File: src/rtl/edge_bbox_stat_if.sv
// Binary edge-image stream from the Sobel stage: frame/line levels, pixel strobe and data.
interface edge_bbox_stat_if;
  logic       pre_img_vsync;
  logic       pre_img_hsync;
  logic       pre_img_valid;
  logic [7:0] pre_img_data;

  modport master (
    output pre_img_vsync,
    output pre_img_hsync,
    output pre_img_valid,
    output pre_img_data
  );

  modport slave (
    input pre_img_vsync,
    input pre_img_hsync,
    input pre_img_valid,
    input pre_img_data
  );
endinterface

File: src/rtl/edge_bbox_stat.sv
// Per-frame edge-pixel count, bounding box and geometry check for a binary edge stream.
// Publishes one registered result set per frame with a single-cycle result_valid strobe.
module edge_bbox_stat #(
  parameter int unsigned H_ACTIVE   = 640,
  parameter int unsigned V_ACTIVE   = 480,
  parameter int unsigned BORDER     = 1,
  parameter int unsigned EDGE_LEVEL = 255,
  parameter int unsigned CW         = 12,
  parameter int unsigned CNT_W      = 24
) (
  input  logic             clk,
  input  logic             rst,
  edge_bbox_stat_if.slave  pre_img,
  output logic [CW-1:0]    bbox_x_min,
  output logic [CW-1:0]    bbox_x_max,
  output logic [CW-1:0]    bbox_y_min,
  output logic [CW-1:0]    bbox_y_max,
  output logic [CNT_W-1:0] edge_cnt,
  output logic             bbox_valid,
  output logic             frame_err,
  output logic             result_valid
);

  localparam logic [CW-1:0] HActive = CW'(H_ACTIVE);
  localparam logic [CW-1:0] VActive = CW'(V_ACTIVE);
  localparam logic [CW-1:0] XLo     = CW'(BORDER);
  localparam logic [CW-1:0] XHi     = CW'(H_ACTIVE - BORDER);
  localparam logic [CW-1:0] YLo     = CW'(BORDER);
  localparam logic [CW-1:0] YHi     = CW'(V_ACTIVE - BORDER);
  localparam logic [7:0]    EdgeLvl = 8'(EDGE_LEVEL);
  localparam bit            NoBorder = (BORDER == 0);

  typedef enum logic [1:0] {StIdle, StActive, StDone} state_e;

  state_e           state_q;
  logic             vsync_q, hsync_q;
  logic [CW-1:0]    x_cnt_q, y_cnt_q;
  logic [CW-1:0]    x_min_q, x_max_q, y_min_q, y_max_q;
  logic [CNT_W-1:0] cnt_q;
  logic             err_q;

  logic frame_start, frame_end, line_end;
  logic pix_take, is_edge, in_win, count_pix, y_bad;

  always_comb begin
    frame_start = pre_img.pre_img_vsync & ~vsync_q;
    frame_end   = ~pre_img.pre_img_vsync & vsync_q;
    line_end    = ~pre_img.pre_img_hsync & hsync_q;
    pix_take    = pre_img.pre_img_valid & pre_img.pre_img_vsync & pre_img.pre_img_hsync;
    is_edge     = pre_img.pre_img_data >= EdgeLvl;
    // With no border every pixel counts, even past the nominal line length.
    in_win      = NoBorder ||
                  ((x_cnt_q >= XLo) && (x_cnt_q < XHi) && (y_cnt_q >= YLo) && (y_cnt_q < YHi));
    count_pix   = pix_take & is_edge & in_win;
    y_bad       = (y_cnt_q != VActive);
  end

  always_ff @(posedge clk) begin
    if (rst) begin
      state_q      <= StIdle;
      vsync_q      <= 1'b1;
      hsync_q      <= 1'b1;
      x_cnt_q      <= '0;
      y_cnt_q      <= '0;
      x_min_q      <= '1;
      x_max_q      <= '0;
      y_min_q      <= '1;
      y_max_q      <= '0;
      cnt_q        <= '0;
      err_q        <= 1'b0;
      bbox_x_min   <= '0;
      bbox_x_max   <= '0;
      bbox_y_min   <= '0;
      bbox_y_max   <= '0;
      edge_cnt     <= '0;
      bbox_valid   <= 1'b0;
      frame_err    <= 1'b0;
      result_valid <= 1'b0;
    end else begin
      vsync_q      <= pre_img.pre_img_vsync;
      hsync_q      <= pre_img.pre_img_hsync;
      result_valid <= 1'b0;
      unique case (state_q)
        StIdle: begin
          if (frame_start) begin
            x_cnt_q <= '0;
            y_cnt_q <= '0;
            cnt_q   <= '0;
            err_q   <= 1'b0;
            x_min_q <= '1;
            x_max_q <= '0;
            y_min_q <= '1;
            y_max_q <= '0;
            state_q <= StActive;
          end
        end
        StActive: begin
          if (pix_take) begin
            if (count_pix) begin
              if (x_cnt_q < x_min_q) x_min_q <= x_cnt_q;
              if (x_cnt_q > x_max_q) x_max_q <= x_cnt_q;
              if (y_cnt_q < y_min_q) y_min_q <= y_cnt_q;
              if (y_cnt_q > y_max_q) y_max_q <= y_cnt_q;
              if (cnt_q != '1) cnt_q <= cnt_q + 1'b1;
            end
            if (x_cnt_q != '1) x_cnt_q <= x_cnt_q + 1'b1;
          end
          // pix_take and line_end are exclusive (hsync high vs. falling), so no update clash.
          if (line_end && (x_cnt_q != '0)) begin
            if (x_cnt_q != HActive) err_q <= 1'b1;
            if (y_cnt_q != '1) y_cnt_q <= y_cnt_q + 1'b1;
            x_cnt_q <= '0;
          end
          if (frame_end) state_q <= StDone;
        end
        StDone: begin
          err_q        <= err_q | y_bad;
          frame_err    <= err_q | y_bad;
          edge_cnt     <= cnt_q;
          bbox_valid   <= (cnt_q != '0);
          bbox_x_min   <= (cnt_q != '0) ? x_min_q : '0;
          bbox_x_max   <= (cnt_q != '0) ? x_max_q : '0;
          bbox_y_min   <= (cnt_q != '0) ? y_min_q : '0;
          bbox_y_max   <= (cnt_q != '0) ? y_max_q : '0;
          result_valid <= 1'b1;
          state_q      <= StIdle;
        end
        default: state_q <= StIdle;
      endcase
    end
  end

endmodule

File: src/flat_wrapper.sv
// flat-port wrapper written by rule: the top's interface ports become plain ports
module edge_bbox_stat_flat 
#(
  parameter int unsigned H_ACTIVE   = 640,
  parameter int unsigned V_ACTIVE   = 480,
  parameter int unsigned BORDER     = 1,
  parameter int unsigned EDGE_LEVEL = 255,
  parameter int unsigned CW         = 12,
  parameter int unsigned CNT_W      = 24
)
  (clk, rst, bbox_x_min, bbox_x_max, bbox_y_min, bbox_y_max, edge_cnt, bbox_valid, frame_err, result_valid, pre_img_pre_img_vsync, pre_img_pre_img_hsync, pre_img_pre_img_valid, pre_img_pre_img_data);
  edge_bbox_stat_if pre_img_i ();
  input  logic clk;
  input  logic rst;
  output logic [CW-1:0] bbox_x_min;
  output logic [CW-1:0] bbox_x_max;
  output logic [CW-1:0] bbox_y_min;
  output logic [CW-1:0] bbox_y_max;
  output logic [CNT_W-1:0] edge_cnt;
  output logic bbox_valid;
  output logic frame_err;
  output logic result_valid;
  input wire logic [$bits(pre_img_i.pre_img_vsync)-1:0] pre_img_pre_img_vsync;
  input wire logic [$bits(pre_img_i.pre_img_hsync)-1:0] pre_img_pre_img_hsync;
  input wire logic [$bits(pre_img_i.pre_img_valid)-1:0] pre_img_pre_img_valid;
  input wire logic [$bits(pre_img_i.pre_img_data)-1:0] pre_img_pre_img_data;
  assign pre_img_i.pre_img_vsync = pre_img_pre_img_vsync;
  assign pre_img_i.pre_img_hsync = pre_img_pre_img_hsync;
  assign pre_img_i.pre_img_valid = pre_img_pre_img_valid;
  assign pre_img_i.pre_img_data = pre_img_pre_img_data;
  edge_bbox_stat #(.H_ACTIVE(H_ACTIVE), .V_ACTIVE(V_ACTIVE), .BORDER(BORDER), .EDGE_LEVEL(EDGE_LEVEL), .CW(CW), .CNT_W(CNT_W)) u_core (.clk(clk), .rst(rst), .pre_img(pre_img_i), .bbox_x_min(bbox_x_min), .bbox_x_max(bbox_x_max), .bbox_y_min(bbox_y_min), .bbox_y_max(bbox_y_max), .edge_cnt(edge_cnt), .bbox_valid(bbox_valid), .frame_err(frame_err), .result_valid(result_valid));
endmodule
File: config.mk
export PLATFORM = sky130hd
export DESIGN_NAME = edge_bbox_stat_flat
export DESIGN_NICKNAME = d
export VERILOG_FILES = /design/src/rtl/edge_bbox_stat_if.sv /design/src/rtl/edge_bbox_stat.sv /design/src/flat_wrapper.sv
export SDC_FILE = /design/constraint.sdc
export NUM_CORES = 1
export LEC_CHECK = 0
export CAP_MARGIN = 20
export CELL_PAD_IN_SITES_DETAIL_PLACEMENT = 1
export CELL_PAD_IN_SITES_GLOBAL_PLACEMENT = 1
export CORE_MARGIN = 2
export CORE_UTILIZATION = 35
export DETAILED_ROUTE_END_ITERATION = 8
export DONT_BUFFER_PORTS = 1
export HOLD_SLACK_MARGIN = 0.05
export PLACE_DENSITY_LB_ADDON = 0.1
export RECOVER_POWER = 100
export SYNTH_ARGS = -nofsm -noshare
export SYNTH_HDL_FRONTEND = slang
export SYNTH_SLANG_ARGS = --single-unit
File: constraint.sdc
create_clock -name clk -period 3.6 [get_ports clk]
set_input_delay 0.36 -clock clk [delete_from_list [all_inputs] [get_ports clk]]
set_output_delay 0.36 -clock clk [all_outputs]
set_load 0.02 [all_outputs]
==> metrics.cfg <==
[critical_path]
critPathKind = flop to flop
startpoint_type = flop
cp_slowest_stage_delay_ns = 0.59
reg2reg_to = u_core.y_min_q[8]
worst_setup_path_end_kind = flop
cp.arrival_ns = 3.70
r2r_slack_ns = 0.22
r2r_cells = 6
crit_family = simple AND/OR/NAND/NOR gates
reg2reg_from = u_core.y_cnt_q[9]
crit_path_frequent_cell = or4_1
crit_required_ns = 3.92
slowest_stage = or4_1
worstPathMaxFanout = 13
path_cells = or3_4 > or4_1 > or4_1 > o31a_1 > or3b_1 > o22a_1
crit_buf_inv = 0

[grt]
grt_pass1_wl_um = 39700
grt_antenna_before_repair = 0
grt_max_degree = 122
grt_usage = 0.193
grt_pass1_vias = 7321
grt-ovfl-total = 0

[routing]
num_vias = 7077
routedWlPerCell_um = 17.9
drcViolationCount = 0
vias_per_cell = 5.25
antenna_left = 0
drtIter0Drc = 444
finalWirelength_um = 24100
dr.pass1.iters = 4

[logic_synthesis]
async_flop_share = 0
yosysWarnings = 0
synth_edf_count = 0
yosys.area.top_type_share = 0.412
synthesis.area_sq_um = 8560
synthDistinctLibCells = 53
synth_flop_cell = dfxtp_1
syn_nets = 1089
synth_largest_area_cell = dfxtp_1
synth-seq-area-share = 0.412
ys_seq_elements = 176
postSynthAreaPerCell_sq_um = 8.42
synthTopCellsByArea = dfxtp_1 (41%), ha_1 (8.6%), nand3_1 (6.1%), a21oi_1 (5.9%), nand2b_1 (5.7%)
syn_inst = 1017

[cts]
clkTransAtPathRegs_ns = 0.08
clockBufferDepth = 2
ctsHtreeMaxLevel = 4
cts_resized = 0
cts_setup_buffers = 0
cts_sinks = 176
cts_buffers = 17
cts_tree = done
worstSkewPairLatency_ns = 0.44
cts_hold_buf = 4
root_buffer = clkbuf_16

[flow_run]
cap_violations = 0

[status]
status = complete, no violations

[place]
port_buffers = 0
gp_congestion = 0.804
hpwl_um = 16300

[power]
vdd_drop_max_mv = 0.211
total_power_uw = 4040
cellLeakagePower_uw = 0.00354
power.density_nw_per_um2 = 419

[worst_hold_path]
hold_start = rst
min_delay_path_depth = 2
hp-class = primary input to flop
min_to = u_core.y_min_q[9]

[die]
die_area_sq_um = 25700
start_util = 0.354
die_w_um = 160
die_h_um = 160
design.core.area_sq_um = 24200
core.rowCount = 57
io_pins = 88

[sta]
min_period_over_period = 0.938
report.final.slew_viol_count = 0
setup_tns_ns = 0
rsz0062_at_grt = false
relSlewSlack = 0.269
final-setup-viol-count = 0
clock_skew_ns = 0.0127
worst_pin_slew_ns = 1.10
max_freq_mhz = 296
finalCriticalPeriod_ns = 3.38
hold_viol = 0

[final_layout]
fillerInstances = 2848
top_regs = u_core.cnt_q x24, u_core.edge_cnt x24
final_nets = 1084
drive_gt1_frac = 0.0751
num_antenna_cells = 0
area_growth_pct = 12.6
final_common_cell = dfxtp_1
final_cell_mix = dfxtp_1 (176), nand3_1 (104), a21oi_1 (101), nor2_1 (89), nand2b_1 (78)

==> cell type report <==
type / count / area [sq um] / share of cell area
multi-input cells: 721 / 4590 / 0.476
flip-flops and latches: 176 / 3520 / 0.366
clock buffers: 18 / 429 / 0.0445
well taps: 324 / 405 / 0.0421
repair buffers: 38 / 295 / 0.0306
inverters: 58 / 218 / 0.0226
clock inverters: 14 / 176 / 0.0183
==> cells by family (layout without fill, tap and decap cells) <==
logic type	Yosys count	count (layout)	synth area share
adder cells (fa/ha/maj)	59	59	0.0862
AO/OA/AOI/OAI	181	181	0.125
AND/OR/NAND/NOR	424	424	0.262
buffers and inverters	120	128	0.0532
XOR/XNOR	31	31	0.0317
multiplexers	26	26	0.0306
flip-flops	176	176	0.412
==> per-stage QoR <==
stage / setup WS, ns / hold WS, ns / util / instances / cell area [sq um]
3_3_place_gp: 0.344 / 0.442 / 0.372 / 1313 / 9000
5_1_grt: 0.0921 / 0.221 / 0.399 / 1349 / 9640
2_1_floorplan: 0.625 / 0.445 / - / 1017 / 8560
6_report: 0.225 / 0.222 / 0.399 / 1349 / 9640
3_5_place_dp: 0.295 / 0.446 / 0.372 / 1313 / 9000
4_1_cts: 0.275 / 0.198 / 0.400 / 1349 / 9660
==> layer usage <==
layer | GRT usage | vias to the layer above | wire length, um
met3 | 0.0341 | 30 | 729
met1 | 0.263 | 3432 | 12100
met4 | 0.0655 | 0 | 412
li1 | - | 3533 | -
met5 | 0 | - | 0
met2 | 0.311 | 82 | 10900
==> cells in the mapped netlist, drive strengths merged (2+ instances only) <==
master / n
mux2i: 25
nor4: 11
or4: 7
o21ai: 31
nor3: 19
or3: 8
or2: 7
nand4: 26
and3: 7
o211ai: 4
nand2: 39
nor4b: 3
dfxtp: 176
a21o: 12
buf: 10
o22a: 10
nand3b: 8
a211o: 2
nand2b: 78
ha: 59
xor2: 28
and2: 3
inv: 58
a211oi: 5
xnor2: 3
nor2b: 7
or4b: 2
nor3b: 2
nor2: 89
a2111oi: 3
clkbuf: 52
a21oi: 102
nand3: 104
a31oi: 2
==> worst max path at each step <==
stage                      start                 to  slack, ns  cells past startpoint
6_report       u_core.y_cnt_q[9]  u_core.y_min_q[8]       0.22                      6
5_1_grt        u_core.y_cnt_q[9]  u_core.x_max_q[7]       0.09                      8
4_1_cts        u_core.y_cnt_q[9]  u_core.y_min_q[8]       0.27                      6
3_5_place_dp   u_core.y_cnt_q[9]  u_core.y_min_q[4]       0.30                      6
3_3_place_gp   u_core.y_cnt_q[9]  u_core.y_min_q[4]       0.34                      6
2_1_floorplan  u_core.y_cnt_q[9]   u_core.cnt_q[17]       0.63                      8
==> power by group <==
group / switching (uW) / internal (uW)
combinational: 93.0 / 35.1
sequential: 5.24 / 1950
clock: 852 / 1110
(Power assumes the default switching activity.)
